## src/rtl/reg_dump_reader_pkg.sv

```systemverilog
// Shared definitions for the register-dump reader.
//   state_e    : dump sequencer states
//   REG_IDX_W  : width of a register-file index
//   DATA_W_DEF : default register data width
package reg_dump_reader_pkg;

  localparam int unsigned REG_IDX_W  = 3;
  localparam int unsigned DATA_W_DEF = 16;

  typedef enum logic [1:0] {
    ST_IDLE   = 2'd0,
    ST_SAMPLE = 2'd1,
    ST_SEND   = 2'd2,
    ST_DONE   = 2'd3
  } state_e;

endpackage

```

## src/rtl/reg_dump_reader_idx.sv

```systemverilog
// Loadable wrapping index counter with terminal compare.
//   i_clk/i_rst_n : clock, async active-low reset (index resets to 0)
//   i_load/i_load_val : load a new index (wins over i_inc)
//   i_inc         : advance index, wrapping NUM_REGS-1 -> 0
//   i_last        : terminal index to compare against
//   o_idx         : current index
//   o_at_last     : current index equals i_last
module idx_wrap_counter
  import reg_dump_reader_pkg::*;
#(
  parameter int unsigned NUM_REGS = 8
) (
  input  logic                 i_clk,
  input  logic                 i_rst_n,
  input  logic                 i_load,
  input  logic [REG_IDX_W-1:0] i_load_val,
  input  logic                 i_inc,
  input  logic [REG_IDX_W-1:0] i_last,
  output logic [REG_IDX_W-1:0] o_idx,
  output logic                 o_at_last
);

  localparam logic [REG_IDX_W-1:0] MAX_IDX = REG_IDX_W'(NUM_REGS - 1);

  logic [REG_IDX_W-1:0] r_idx;

  always_ff @(posedge i_clk or negedge i_rst_n) begin
    if (!i_rst_n) begin
      r_idx <= '0;
    end else if (i_load) begin
      r_idx <= i_load_val;
    end else if (i_inc) begin
      r_idx <= (r_idx == MAX_IDX) ? '0 : r_idx + 1'b1;
    end
  end

  assign o_idx     = r_idx;
  assign o_at_last = (r_idx == i_last);

endmodule

```

## src/rtl/reg_dump_reader.sv

```systemverilog
// Walks a register file from First to Last (wrapping mod 8) and streams each
// entry out over a valid/ready interface, one SAMPLE cycle per word.
//   Clk, Reset_n        : clock, async active-low reset
//   Start, First, Last  : dump request and index range (taken in IDLE only)
//   Rd_sel, Rd_data     : combinational register-file read port
//   Out_valid/ready     : output handshake
//   Out_data/idx/last   : captured word, its index, final-word flag
//   Busy                : not idle
//   Done                : one-cycle pulse after the final handshake
module reg_dump_reader
  import reg_dump_reader_pkg::*;
#(
  parameter int unsigned NUM_REGS = 8,
  parameter int unsigned DATA_W   = DATA_W_DEF
) (
  input  logic                 Clk,
  input  logic                 Reset_n,
  input  logic                 Start,
  input  logic [REG_IDX_W-1:0] First,
  input  logic [REG_IDX_W-1:0] Last,
  output logic [REG_IDX_W-1:0] Rd_sel,
  input  logic [DATA_W-1:0]    Rd_data,
  output logic                 Out_valid,
  input  logic                 Out_ready,
  output logic [DATA_W-1:0]    Out_data,
  output logic [REG_IDX_W-1:0] Out_idx,
  output logic                 Out_last,
  output logic                 Busy,
  output logic                 Done
);

  state_e               r_state;
  state_e               w_next;
  logic [REG_IDX_W-1:0] r_last;
  logic [DATA_W-1:0]    r_out_data;
  logic [REG_IDX_W-1:0] r_out_idx;
  logic                 r_out_last;
  logic                 w_load;
  logic                 w_inc;
  logic [REG_IDX_W-1:0] w_idx;
  logic                 w_at_last;

  idx_wrap_counter #(.NUM_REGS(NUM_REGS)) u_idx (
    .i_clk      (Clk),
    .i_rst_n    (Reset_n),
    .i_load     (w_load),
    .i_load_val (First),
    .i_inc      (w_inc),
    .i_last     (r_last),
    .o_idx      (w_idx),
    .o_at_last  (w_at_last)
  );

  always_ff @(posedge Clk or negedge Reset_n) begin
    if (!Reset_n) begin
      r_state <= ST_IDLE;
    end else begin
      r_state <= w_next;
    end
  end

  always_comb begin
    w_next = r_state;
    w_load = 1'b0;
    w_inc  = 1'b0;
    case (r_state)
      ST_IDLE: begin
        if (Start) begin
          w_load = 1'b1;
          w_next = ST_SAMPLE;
        end
      end
      ST_SAMPLE: w_next = ST_SEND;
      ST_SEND: begin
        if (Out_ready) begin
          if (r_out_last) begin
            w_next = ST_DONE;
          end else begin
            w_inc  = 1'b1;
            w_next = ST_SAMPLE;
          end
        end
      end
      ST_DONE: w_next = ST_IDLE;
      default: w_next = ST_IDLE;
    endcase
  end

  // Last is held for the whole dump so input changes mid-dump are ignored.
  always_ff @(posedge Clk or negedge Reset_n) begin
    if (!Reset_n) begin
      r_last <= '0;
    end else if (r_state == ST_IDLE && Start) begin
      r_last <= Last;
    end
  end

  always_ff @(posedge Clk or negedge Reset_n) begin
    if (!Reset_n) begin
      r_out_data <= '0;
      r_out_idx  <= '0;
      r_out_last <= 1'b0;
    end else if (r_state == ST_SAMPLE) begin
      r_out_data <= Rd_data;
      r_out_idx  <= w_idx;
      r_out_last <= w_at_last;
    end
  end

  // The index only moves when entering SAMPLE, so driving the read select
  // straight from it keeps Rd_sel stable in every other state.
  assign Rd_sel    = w_idx;
  assign Out_valid = (r_state == ST_SEND);
  assign Out_data  = r_out_data;
  assign Out_idx   = r_out_idx;
  assign Out_last  = r_out_last;
  assign Busy      = (r_state != ST_IDLE);
  assign Done      = (r_state == ST_DONE);

endmodule

```

## config.mk

```make
export PLATFORM = sky130hd
export DESIGN_NAME = reg_dump_reader
export DESIGN_NICKNAME = d
export VERILOG_FILES = /design/src/rtl/reg_dump_reader_pkg.sv /design/src/rtl/reg_dump_reader_idx.sv /design/src/rtl/reg_dump_reader.sv
export SDC_FILE = /design/constraint.sdc
export NUM_CORES = 1
export LEC_CHECK = 0
export CAP_MARGIN = 15
export CORE_MARGIN = 10
export CORE_UTILIZATION = 34
export CTS_BUF_LIST = sky130_fd_sc_hd__clkbuf_4 sky130_fd_sc_hd__clkbuf_8
export DETAILED_ROUTE_END_ITERATION = 8
export PLACE_DENSITY = 0.66
export SYNTH_ARGS = -nofsm -noshare
export SYNTH_HDL_FRONTEND = slang
export SYNTH_HIERARCHICAL = 1
export SYNTH_SLANG_ARGS = --single-unit
```

## constraint.sdc

```tcl
create_clock -name Clk -period 3.06 [get_ports Clk]
set_input_delay 0.765 -clock Clk [delete_from_list [all_inputs] [get_ports Clk]]
set_output_delay 0.765 -clock Clk [all_outputs]
set_load 0.005 [all_outputs]
```

==> impl_metrics.csv <==
group,metric,value,unit
status,status,"complete, no violations",
floorplan,initial_core_util,0.351,
critical_path,crit_chain,"or2_2, clkdlybuf4s50_1",
critical_path,critical_path_arrival,1.53,ns
clock_network,holdBufCountCts,0,
logic_synthesis,synth-edff-count,0,
timing,setup_tns,0,ns
global_routing,grt_max_degree,29,
worst_hold_path,holdPathStages,1,
logic_synthesis,synthTopCellsByCount,"dfrtp_1 (28), mux2_4 (19), mux2_2 (4)",
routing,via_per_inst,4.51,
place,dp_hpwl,2.20,mm
global_routing,antenna_found_initial,0,
clock_network,ctsHtreeMaxLevel,1,
final_layout,antenna_cells,0,
critical_path,cp-start-kind,"flip-flop",
routing,ant_nets,0,
global_routing,grt_pass1_vias,868,
critical_path,slowest_stage,"dfrtp_1",
routing,drt_drc_violations_left,0,
logic_synthesis,synth_seq_cells,28,
clock_network,cts_buffers,3,
power,swShare,0.278,
run,maxCapViolations,0,
logic_synthesis,synth.distinct_cells,22,
floorplan,die_x,81.2,um
clock_network,path_clk_slew,0.10,ns
timing,setup_ws,0.762,ns
logic_synthesis,synth_top_area_share,0.550,
final_layout,fin_util,0.523,
logic_synthesis,synthArstFlopShare,1.00,
clock_network,cts_root_buffer,"clkbuf_8",
clock_network,cts.sink_count,28,
floorplan,rows,22,
global_routing,gr-usage-all-layers,0.0886,
final_layout,instances_no_fill,181,
global_routing,grt_pass1_wl,4.53,mm
place,gp_congestion,0.694,
worst_hold_path,worstHoldPathType,"reg -> reg",
place,portBuffers,51,
worst_hold_path,min-delay-start,"Out_data[4]",
power,p_switching,0.528,mW
logic_synthesis,avgSynthCellArea,16.1,um^2
power,powerDensity,1000,mW/mm^2
clock_network,post_cts_resized,0,
critical_path,worstSetupPathType,"reg -> out",
routing,drt_pass1_iterations,3,
logic_synthesis,synth.net_count,107,
clock_network,cts_max_path_buffers,2,
logic_synthesis,yosysMostFrequentCell,"dfrtp_1",
power,ir_drop,387,uV
power,p_clk_frac,0.153,
critical_path,r2r_cells,4,
floorplan,die_h,81.2,um
timing,max_clock_freq,0.435,GHz
timing,hold_viol,0,
timing,drv_slew,0,
critical_path,r2r_slack,1.45,ns
timing,rsz0062_at_grt,"no",
place,dp_cells,177,
power,p_leak,0.848,nW
logic_synthesis,synth_area_leaders,"dfrtp_1 (55%), mux2_4 (22%), mux2_2 (3.5%)",
final_layout,area_delta_synth_final,49.2,%
power,pwr-share-comb,0.479,
clock_network,worstSkewPairLatency,0.27,ns
floorplan,die_area,0.00659,mm^2
critical_path,crit_path_end_kind,"primary output",
logic_synthesis,ys.flop_type,"dfrtp_1",
timing,skew,0.00257,ns
critical_path,r2r_end,"u_idx/o_idx[0]",
timing,min_period,2.30,ns
logic_synthesis,yosysSeqAreaShare,0.550,
clock_network,postCtsSetupBuffers,0,
routing,routedWlPerCell,16.0,um
place,pre_cts_ws,0.707,ns
worst_hold_path,hold_end,"Out_data[4]",
logic_synthesis,synth_warnings,6,
final_layout,fin_nets,162,
timing,relSlewSlack,0.585,
critical_path,crit_family,"flip-flops",
critical_path,path_buf_inv,1,
global_routing,gr-total-overflow,0,
final_layout,layout-drive-gt1-share,0.263,
power,p_int,1.37,mW
critical_path,cp.required,2.29,ns
critical_path,path_max_fanout,7,
logic_synthesis,syn_area,0.00127,mm^2
power,seqPwrFrac,0.368,
logic_synthesis,synth_top_cell_by_area,"dfrtp_1",
critical_path,r2r_start,"Out_last",
clock_network,cts_tree,"done",
timing,finalCritPeriodShare,0.751,
critical_path,max_stage_delay,0.49,ns
routing,vias,817,
floorplan,design.portCount,52,
routing,drt-total-wl,2.90,mm
timing,setup_violations,0,
timing,worst_hold_slack,0.512,ns
logic_synthesis,syn_inst,79,
routing,drt_iter0_markers,33,
timing,tightestPinTransition,0.621,ns
floorplan,coreArea,0.00363,mm^2
worst max-delay path by stage:
stage	from	end	slack [ns]	cells after the start
final	r_state[0]	Busy	0.76	2
after global routing	r_state[0]	Busy	0.71	2
after CTS	r_state[0]	Busy	0.74	2
after detailed placement	Out_ready	u_idx/o_idx[0]	0.71	5
after global placement	Out_ready	u_idx/o_idx[0]	0.82	5
after floorplan	Out_ready	u_idx/o_idx[0]	1.39	4
cell type report:
class / instances / area [um^2]
Timing Repair Buffer: 52 / 518
Tap cell: 48 / 60.1
Sequential cell: 28 / 701
Multi-Input combinational cell: 49 / 551
Fill cell: 318 / 1730
Clock inverter: 1 / 30.0
Clock buffer: 3 / 41.3
power groups by stage:
stage | sequential (mW) | combinational, mW | clock (mW)
finish | 0.700 | 0.909 | 0.291
global route | 0.731 | 0.976 | 0.315
CTS | 0.701 | 0.932 | 0.301
detailed placement | 0.705 | 0.928 | 0
global placement | 0.699 | 0.914 | 0
floorplan | 0.699 | 0.484 | 0
sequential cells by signal, summed over array words and instances, names as in the netlist:
register     cells
Out_idx          3
u_idx/o_idx      3
Out_data        16
r_state          2
r_last           3
Out_last         1
per-stage QoR:
step                power (mW)  instance area (um^2)
floorplan                 1.18                  1270
global placement          1.61                  1830
detailed placement        1.63                  1830
CTS                       1.93                  1900
global route              2.02                  1900
finish                    1.90                  1900
metal layers:
layer / vias up / routed length [um] / global-route usage / share of wire
li1: 380 / - / - / -
met1: 404 / 1210 / 0.110 / 0.42
met2: 29 / 1400 / 0.137 / 0.48
met3: 4 / 218 / 0.0210 / 0.075
met4: 0 / 65 / 0.0519 / 0.022
met5: - / 0 / 0 / 0
cells in the final DEF (no fill, tap or decap):
cell type	instances
nor3b_1	1
dfrtp_1	28
and2b_2	1
nand2b_4	1
nor3_1	1
and2_2	1
a21bo_2	1
nor2_1	1
bufinv_16	1
clkdlybuf4s50_1	51
nor3b_4	1
ha_1	2
nand2b_1	2
xor2_1	3
mux2_4	19
mux2_2	4
o31a_1	1
buf_4	1
nor2b_1	1
nor3b_2	1
nand2_1	2
clkbuf_8	3
mux2i_1	3
o21ai_0	2
or2_2	1
cells by family (layout without fill, tap and decap cells):
logic type | after synthesis | count (layout) | synth area share
xor+xnor | 3 | 3 | 0.0206
compound gates | 4 | 4 | 0.0226
simple gates | 14 | 14 | 0.0864
fa+ha+maj | 2 | 2 | 0.0196
mux | 26 | 26 | 0.283
buf+inv | 2 | 56 | 0.0177
flops | 28 | 28 | 0.550
Note: power is estimated with default switching activity, not from simulation.
